## src/rtl/speicher_pkg.sv

```systemverilog
// Shared definitions for the memory arbiter: default widths, one-hot state codes, grant codes.
// The optional round-robin arbitration is enabled by defining SPEICHER_ARBITER_ROUND_ROBIN_EN.
package speicher_pkg;

  localparam int ADDR_W_DEF = 32;
  localparam int DATA_W_DEF = 32;

  localparam logic [3:0] ST_IDLE      = 4'b0001;
  localparam logic [3:0] ST_BEFEHL    = 4'b0010;
  localparam logic [3:0] ST_LESEN     = 4'b0100;
  localparam logic [3:0] ST_SCHREIBEN = 4'b1000;

  typedef enum logic [3:0] {
    IDLE      = ST_IDLE,
    BEFEHL    = ST_BEFEHL,
    LESEN     = ST_LESEN,
    SCHREIBEN = ST_SCHREIBEN
  } zustand_t;

  // Grant decision produced by the selector while the arbiter is idle
  localparam logic [1:0] GNT_NONE      = 2'd0;
  localparam logic [1:0] GNT_BEFEHL    = 2'd1;
  localparam logic [1:0] GNT_LESEN     = 2'd2;
  localparam logic [1:0] GNT_SCHREIBEN = 2'd3;

endpackage

```

## src/rtl/speicher_auswahl.sv

```systemverilog
// Combinational grant selection: done-pulse masking, store-over-load, and port priority.
// With SPEICHER_ARBITER_ROUND_ROBIN_EN a contested grant goes to the port not served last.
module speicher_auswahl
  import speicher_pkg::*;
(
  input  logic       befehl_anfrage,
  input  logic       lade_anfrage,
  input  logic       speicher_anfrage,
  input  logic       befehl_maske,
  input  logic       daten_maske,
`ifdef SPEICHER_ARBITER_ROUND_ROBIN_EN
  input  logic       letzter_daten,
`endif
  output logic [1:0] grant
);

  logic befehl_ok;
  logic daten_ok;
  logic daten_gewinnt;

  // A port whose done pulse is visible this cycle is still holding its old request
  assign befehl_ok = befehl_anfrage & ~befehl_maske;
  assign daten_ok  = (lade_anfrage | speicher_anfrage) & ~daten_maske;

`ifdef SPEICHER_ARBITER_ROUND_ROBIN_EN
  assign daten_gewinnt = daten_ok & (~befehl_ok | ~letzter_daten);
`else
  assign daten_gewinnt = daten_ok;
`endif

  always_comb begin
    grant = GNT_NONE;
    if (daten_gewinnt) begin
      grant = speicher_anfrage ? GNT_SCHREIBEN : GNT_LESEN;
    end else if (befehl_ok) begin
      grant = GNT_BEFEHL;
    end
  end

endmodule

```

## src/rtl/speicher_arbiter.sv

```systemverilog
// Arbiter sharing one memory between an instruction-fetch port and a load/store data port.
// Defining SPEICHER_ARBITER_ROUND_ROBIN_EN replaces fixed data-first priority with round-robin.
module speicher_arbiter
  import speicher_pkg::*;
#(
  parameter int ADDR_W = ADDR_W_DEF,
  parameter int DATA_W = DATA_W_DEF
) (
  input  logic              Clock,
  input  logic              Reset,
  input  logic              BefehlAnfrage,
  input  logic [ADDR_W-1:0] BefehlAdresse,
  output logic [DATA_W-1:0] BefehlDaten,
  output logic              BefehlGeladen,
  input  logic              LadeAnfrage,
  input  logic              SpeicherAnfrage,
  input  logic [ADDR_W-1:0] DatenAdresse,
  input  logic [DATA_W-1:0] DatenSchreib,
  output logic [DATA_W-1:0] DatenLese,
  output logic              DatenGeladen,
  output logic              DatenGespeichert,
  output logic [ADDR_W-1:0] MemAdresse,
  output logic [DATA_W-1:0] MemSchreibDaten,
  output logic              MemLesen,
  output logic              MemSchreiben,
  input  logic [DATA_W-1:0] MemLeseDaten,
  input  logic              MemFertig
);

  zustand_t          state_reg;
  zustand_t          state_next;
  logic [1:0]        grant;
  logic [ADDR_W-1:0] adresse_reg;
  logic [DATA_W-1:0] schreib_daten_reg;
  logic [DATA_W-1:0] befehl_daten_reg;
  logic [DATA_W-1:0] daten_lese_reg;
  logic              befehl_geladen_reg;
  logic              daten_geladen_reg;
  logic              daten_gespeichert_reg;
`ifdef SPEICHER_ARBITER_ROUND_ROBIN_EN
  logic              letzter_daten_reg;
`endif

  speicher_auswahl u_auswahl (
    .befehl_anfrage   (BefehlAnfrage),
    .lade_anfrage     (LadeAnfrage),
    .speicher_anfrage (SpeicherAnfrage),
    .befehl_maske     (befehl_geladen_reg),
    .daten_maske      (daten_geladen_reg | daten_gespeichert_reg),
`ifdef SPEICHER_ARBITER_ROUND_ROBIN_EN
    .letzter_daten    (letzter_daten_reg),
`endif
    .grant            (grant)
  );

  always_comb begin
    state_next = state_reg;
    unique case (state_reg)
      IDLE: begin
        case (grant)
          GNT_BEFEHL:    state_next = BEFEHL;
          GNT_LESEN:     state_next = LESEN;
          GNT_SCHREIBEN: state_next = SCHREIBEN;
          default:       state_next = IDLE;
        endcase
      end
      BEFEHL, LESEN, SCHREIBEN: begin
        if (MemFertig) begin
          state_next = IDLE;
        end
      end
      default: state_next = IDLE;
    endcase
  end

  always_ff @(posedge Clock or posedge Reset) begin
    if (Reset) begin
      state_reg             <= IDLE;
      adresse_reg           <= '0;
      schreib_daten_reg     <= '0;
      befehl_daten_reg      <= '0;
      daten_lese_reg        <= '0;
      befehl_geladen_reg    <= 1'b0;
      daten_geladen_reg     <= 1'b0;
      daten_gespeichert_reg <= 1'b0;
`ifdef SPEICHER_ARBITER_ROUND_ROBIN_EN
      letzter_daten_reg     <= 1'b0;
`endif
    end else begin
      state_reg             <= state_next;
      befehl_geladen_reg    <= 1'b0;
      daten_geladen_reg     <= 1'b0;
      daten_gespeichert_reg <= 1'b0;

      // Latching at grant keeps the memory command stable even if the requester changes its inputs
      if (state_reg == IDLE && grant != GNT_NONE) begin
        adresse_reg <= (grant == GNT_BEFEHL) ? BefehlAdresse : DatenAdresse;
        if (grant == GNT_SCHREIBEN) begin
          schreib_daten_reg <= DatenSchreib;
        end
`ifdef SPEICHER_ARBITER_ROUND_ROBIN_EN
        letzter_daten_reg <= (grant != GNT_BEFEHL);
`endif
      end

      if (MemFertig) begin
        case (state_reg)
          BEFEHL: begin
            befehl_daten_reg   <= MemLeseDaten;
            befehl_geladen_reg <= 1'b1;
          end
          LESEN: begin
            daten_lese_reg    <= MemLeseDaten;
            daten_geladen_reg <= 1'b1;
          end
          SCHREIBEN: daten_gespeichert_reg <= 1'b1;
          default: ;
        endcase
      end
    end
  end

  assign MemLesen         = (state_reg == BEFEHL) || (state_reg == LESEN);
  assign MemSchreiben     = (state_reg == SCHREIBEN);
  assign MemAdresse       = adresse_reg;
  assign MemSchreibDaten  = schreib_daten_reg;
  assign BefehlDaten      = befehl_daten_reg;
  assign DatenLese        = daten_lese_reg;
  assign BefehlGeladen    = befehl_geladen_reg;
  assign DatenGeladen     = daten_geladen_reg;
  assign DatenGespeichert = daten_gespeichert_reg;

endmodule

```

## config.mk

```make
export PLATFORM = sky130hd
export DESIGN_NAME = speicher_arbiter
export DESIGN_NICKNAME = d
export VERILOG_FILES = /design/src/rtl/speicher_pkg.sv /design/src/rtl/speicher_auswahl.sv /design/src/rtl/speicher_arbiter.sv
export SDC_FILE = /design/constraint.sdc
export NUM_CORES = 1
export LEC_CHECK = 0
export BUFFER_PORTS_ARGS = -buffer_cell sky130_fd_sc_hd__clkbuf_2
export CORE_MARGIN = 10
export CORE_UTILIZATION = 47
export DETAILED_ROUTE_END_ITERATION = 16
export PLACE_DENSITY = 0.81
export SYNTH_ARGS = -nofsm -noshare
export SYNTH_HDL_FRONTEND = slang
export SYNTH_HIERARCHICAL = 1
export SYNTH_SLANG_ARGS = --single-unit
export TNS_END_PERCENT = 100
```

## constraint.sdc

```tcl
create_clock -name Clock -period 5.8 [get_ports Clock]
set_input_delay 1.16 -clock Clock [delete_from_list [all_inputs] [get_ports Clock]]
set_output_delay 1.16 -clock Clock [all_outputs]
set_load 0.05 [all_outputs]
```

======== Yosys cells after proc, flatten, opt, wreduce, memory -nomap -nowiden ========
Index checks and enable logic that the tools add are counted.
storage, ports and cells
  latch bits .............................. 0
  memories ................................ 0
  ROM bits ................................ 0
  input bits .............................. 134
  RAM bits ................................ 0
  flip-flop bits (word level) ............. 135
  logic and storage cells ................. 42
operators by class
  eq/ne operators ......................... 8
  bitwise operators ....................... 6
  multiply operators ...................... 0
  $add $sub $neg .......................... 0
  reductions and logical operators ........ 7
  shift operators ......................... 0
  divide/modulo/power cells ............... 0
  order comparisons ....................... 0
  multiplexer cells ....................... 13
operators with widths
  operator                                       number
  2-to-1 mux 32 bit                              1
  case mux 4 bit (3 select lines)                1
  2-to-1 mux 1 bit                               8
  case mux 4 bit (2 select lines)                1
  AND reduction 2 bit                            3
  == test 2 bit, second input constant           2
  == test 4 x 1 -> 1 bit, second input constant  1
  == test 4 x 2 -> 1 bit, second input constant  1
  == test 4 x 3 -> 1 bit, second input constant  1
  == test 4 bit, second input constant           1
  2-to-1 mux 4 bit                               1
  OR reduction 3 bit                             1
  AND 1 bit                                      2
  == test 2 x 1 -> 1 bit, second input constant  1
  2-to-1 mux 2 bit                               1
  inequality test 2 bit, second input constant   1
  NOT 1 bit                                      2
  OR 1 bit                                       2
  nonzero test 2 bit                             1
  logical AND 1 bit                              1
  logical OR 1 bit                               1

======== Logic depth before layout (Yosys ltp) ========
  word-level depth ........................ 7
  depth in mapped cells ................... 8

======== Hierarchy ========
Netlist, hierarchy kept.
by module, submodules not included
  module            sequential area each (um^2)  area an instance (um^2)  times used  cells each
  speicher_arbiter  3379.5                       5640.4                   1           342
  speicher_auswahl  0.0                          45.0                     1           7

======== Worst setup path after synthesis ========
No wires, ideal clock.
  path type ............................... register to output
  from .................................... register state_reg[1]
  to ...................................... output MemSchreiben
  setup slack ............................. 2.397 ns
  stages on the path, launching flop included .. 3
  data arrival time ....................... 2.243 ns
  path buffers ............................ 1
  data required time ...................... 4.640 ns
  cell sequence ........................... dfrtp_1 -> buf_4 -> nor4b_1
on the way
  cells in the longest elaborated chain, start to end .. 1
RTL lines
  item                      RTL line                 text
  start: declaration        speicher_arbiter.sv:30   zustand_t state_reg;
  start signal: assignment  speicher_arbiter.sv:90   state_reg <= state_next;
  == test 4 bit             speicher_arbiter.sv:124  assign MemSchreiben = (state_reg == SCHREIBEN);
  end: declaration          speicher_arbiter.sv:25   output logic MemSchreiben,
No other way between the ends.

======== Final worst setup path ========
Ends and elaborated chain as after synthesis.

==> summary by stage <==
Hold path
The worst hold path startpoint is MemSchreibDaten[7]. The terminating pin of the worst hold path is MemSchreibDaten[7]. In this run the worst hold path is classified as flop to flop. Counting instances, the worst hold path has a depth of 1.

Worst setup path
The delay of the slowest cell on the worst path is just under 0.6 ns. STA classifies the critical path endpoint as an output pin. Walking the worst path, the cells encountered are nor4b_1 -> clkbuf_2. At the worst endpoint, the arrival time is 1.86 ns.

The endpoint identified for the worst register-to-register timing path is BefehlDaten[13]. Among all stages on the critical path, the largest delay is contributed by sky130_fd_sc_hd__nor4b_1. Along the worst path, the maximum fanout reaches 7. For the worst setup path, the data required time is 4.64 ns.

The reg-to-reg setup timing slack is 3.54 ns. The type of the setup path with the least slack is flop to output pin. The startpoint type of the worst setup path is a flop.

Measured in cells, the most critical reg-to-reg path has a length of 2. The startpoint identified for the worst register-to-register timing path is state_reg[2].

Timing
The final sum of negative setup slack is 0 ns. The share of the clock period used by the worst path after layout is 52.0%. Clock skew on the completed layout was measured at 0.0107 ns.

For the pin with the worst max-slew slack, the measured transition is 1.08 ns. The post-route worst setup slack is ~2.8 ns. Setup repair after global routing left no endpoint under its margin. Static timing analysis puts the maximum clock frequency at around 330 MHz.

The count of final max-slew check failures came to 0. The number of failing hold endpoints at the final stage is 0. The final setup violation count is 0. The worst slew slack as a fraction of its limit is 28.3%. The final critical path time including I/O delays and setup is 3.02 ns.

Detailed routing
The routed via count is 3860. The post-detailed-route count of antenna-violating nets is 0. The pre-antenna-repair detailed-routing pass consisted of 4 iterations. After detailed routing, the average wire length per cell comes to 19.2 um. The DRC violation count after routing is 0. For this block, the routed nets add up to 15000 um of wire. In the routed layout, each cell is associated on average with a via count of roughly 5.

The violation count after the first detailed-route iteration is 157.

GRT
The first global-routing pass estimated 23200 um of wire. For this run, the total global-route usage over all layers was measured as between 10% and 20%. Entering global routing, the biggest net connects 82 pins. The number of antenna violations at the first check in global routing is 0. For this run the aggregate overflow at the end of global routing stands at 0. The via count of the first global-routing pass is roughly 4.4k.

Placed design
The global placer's final weighted congestion is 0.757. The half-perimeter wire length after placement is 11700 um. The post-place setup slack is 2.71 ns. Port buffering added 266 buffers.

Clock tree
The number of buffers inserted during clock tree synthesis is 17. The tree built by TritonCTS fans out to ~140 sinks. In this run the clock root is driven by a sky130_fd_sc_hd__clkbuf_16. The clock insertion delay at the later pin of the skew report is 0.42 ns. The post-CTS setup buffer count is 0. TritonCTS built the clock tree. Hold repair after CTS inserted 0 buffers. Post-CTS repair changed the size of 0 cells. After clock tree synthesis, the clock-pin slew on the worst setup and hold paths is around 0.050 ns. The maximum root-to-sink buffer count is 2.

The H-tree was split into 4 levels.

Synthesis
The mean post-synth cell area is 16.3 sq um. After synthesis, flip-flops and latches occupy 59.4% of the total area. The synthesized cell area is about 5700 sq um.

The number of nets handed over by synthesis was 483. The post-synthesis cell type count is 28. Synthesis inferred 135 register bits. During synthesis, Yosys emitted a total of 6 warnings. Counting every instance in the synthesized netlist gives 349.

Status
The flow ran to the end, and the final reports show no timing, DRC or antenna violations.

Final layout
The count of antenna diodes in the layout is 0. After the last flow step, the layout net total stands at 752. In the final layout, the share of cells above drive strength 1 is 65.6%.

The synthesis-to-layout area growth is 35.2%.

Floorplan
During I/O placement, the number of pins put on the boundary was 267. The horizontal die dimension is 130 um. The initial utilization of the core area, before any placement, comes to a little under half. The site row count is 40. The vertical extent of the die is 130 um. The floorplan die area is 16900 sq um. The total area inside the core boundary comes to about 12000 sq um.

Job
Max-cap violations in this run came to 0.
[synth_stat cells]
| cell type | number | area, sq um |
|---|---|---|
| sky130_fd_sc_hd__mux2_2 | 73 | 822 |
| sky130_fd_sc_hd__nor4b_2 | 2 | 30.0 |
| sky130_fd_sc_hd__clkbuf_1 | 3 | 11.3 |
| sky130_fd_sc_hd__and2_1 | 1 | 6.26 |
| sky130_fd_sc_hd__a31oi_1 | 1 | 6.26 |
| sky130_fd_sc_hd__mux2_1 | 58 | 653 |
| sky130_fd_sc_hd__and3_1 | 1 | 6.26 |
| sky130_fd_sc_hd__buf_4 | 6 | 45.0 |
| sky130_fd_sc_hd__inv_1 | 7 | 26.3 |
| sky130_fd_sc_hd__o32ai_2 | 1 | 16.3 |
| sky130_fd_sc_hd__nor3_1 | 3 | 15.0 |
| sky130_fd_sc_hd__buf_12 | 3 | 60.1 |
| sky130_fd_sc_hd__o21a_1 | 1 | 7.51 |
| sky130_fd_sc_hd__nor4b_1 | 1 | 8.76 |
| sky130_fd_sc_hd__mux2_4 | 29 | 435 |
| sky130_fd_sc_hd__nor2_1 | 2 | 7.51 |
| sky130_fd_sc_hd__dfstp_2 | 1 | 26.3 |
| sky130_fd_sc_hd__nand2_1 | 3 | 11.3 |
| sky130_fd_sc_hd__or2_2 | 2 | 12.5 |
| sky130_fd_sc_hd__xnor2_1 | 1 | 8.76 |
| sky130_fd_sc_hd__dfrtp_1 | 134 | 3350 |
| sky130_fd_sc_hd__nor3b_1 | 1 | 7.51 |
| sky130_fd_sc_hd__nor4_1 | 1 | 6.26 |
| sky130_fd_sc_hd__nor2b_1 | 3 | 18.8 |
| sky130_fd_sc_hd__buf_6 | 4 | 45.0 |
| sky130_fd_sc_hd__o22ai_1 | 1 | 6.26 |
| sky130_fd_sc_hd__buf_2 | 5 | 25.0 |
| sky130_fd_sc_hd__or4_1 | 1 | 7.51 |
[worst max-delay path by stage]
stage,endpoint,startpoint,cells past startpoint,slack [ns]
finish,MemSchreiben,state_reg[1],2,2.78
global route,MemSchreiben,state_reg[3],2,2.72
CTS,MemSchreiben,state_reg[1],2,2.79
detailed placement,BefehlDaten[13],MemFertig,4,2.71
global placement,BefehlDaten[8],MemFertig,4,2.77
floorplan,BefehlDaten[0],Reset,1,1.03
[layout make-up]
cell class / count / area [sq um]
fill: 911 / 4230
sequential: 135 / 3380
multi-input combinational: 186 / 2100
timing repair buffer: 271 / 1370
clock buffer: 21 / 480
tap: 147 / 184
clock inverter: 11 / 146
inverter: 7 / 28.8
[worst max-delay path, delay by kind of cell (launching register included)]
family                 cells  cell delay, ns
DFF                        1            0.46
and+or+nand+nor            1            0.58
buffers and inverters      1            0.40
[cell families after synthesis]
| logic type | after synthesis | synth area share [%] |
|---|---|---|
| flip-flops | 135 | 59.4 |
| XOR/XNOR | 1 | 0.154 |
| buffers and inverters | 28 | 3.74 |
| multiplexers | 160 | 33.6 |
| AO/OA/AOI/OAI | 4 | 0.638 |
| AND/OR/NAND/NOR | 21 | 2.42 |
[per-stage QoR]
| step | hold slack [ns] | instance area [sq um] | instances | util [%] |
|---|---|---|---|---|
| after floorplan | 0.518 | 5690 | 349 | - |
| after global placement | 0.466 | 7060 | 746 | 59.3 |
| after detailed placement | 0.478 | 7060 | 746 | 59.3 |
| after CTS | 0.491 | 7680 | 778 | 64.5 |
| after global routing | 0.507 | 7680 | 778 | 64.5 |
| final | 0.483 | 7680 | 778 | 64.5 |
[layer usage]
metal  wire length [um]  share of wire [%]  track usage, %
met3               2040                 14            10.8
met5                  0                  0               0
met4                318                2.1            6.61
met1               5120                 34            17.2
met2               7480                 50            30.7
[layout by cell type, fill, tap and decap left out, types with 3 or more instances in the layout]
| cell | Yosys | final |
|---|---|---|
| sky130_fd_sc_hd__clkbuf_8 | 0 | 4 |
| sky130_fd_sc_hd__nand2_1 | 3 | 3 |
| sky130_fd_sc_hd__dfrtp_1 | 134 | 134 |
| sky130_fd_sc_hd__mux2_1 | 58 | 58 |
| sky130_fd_sc_hd__nor3_1 | 3 | 3 |
| sky130_fd_sc_hd__bufinv_16 | 0 | 3 |
| sky130_fd_sc_hd__inv_1 | 7 | 6 |
| sky130_fd_sc_hd__buf_4 | 6 | 5 |
| sky130_fd_sc_hd__clkinvlp_4 | 0 | 5 |
| sky130_fd_sc_hd__clkbuf_2 | 0 | 266 |
| sky130_fd_sc_hd__clkbuf_16 | 0 | 17 |
| sky130_fd_sc_hd__mux2_2 | 73 | 73 |
| sky130_fd_sc_hd__mux2_4 | 29 | 29 |
Power is left out: the tool's default activity adds up to more than one toggle a clock period on the data nets, which glitch-free logic cannot reach.
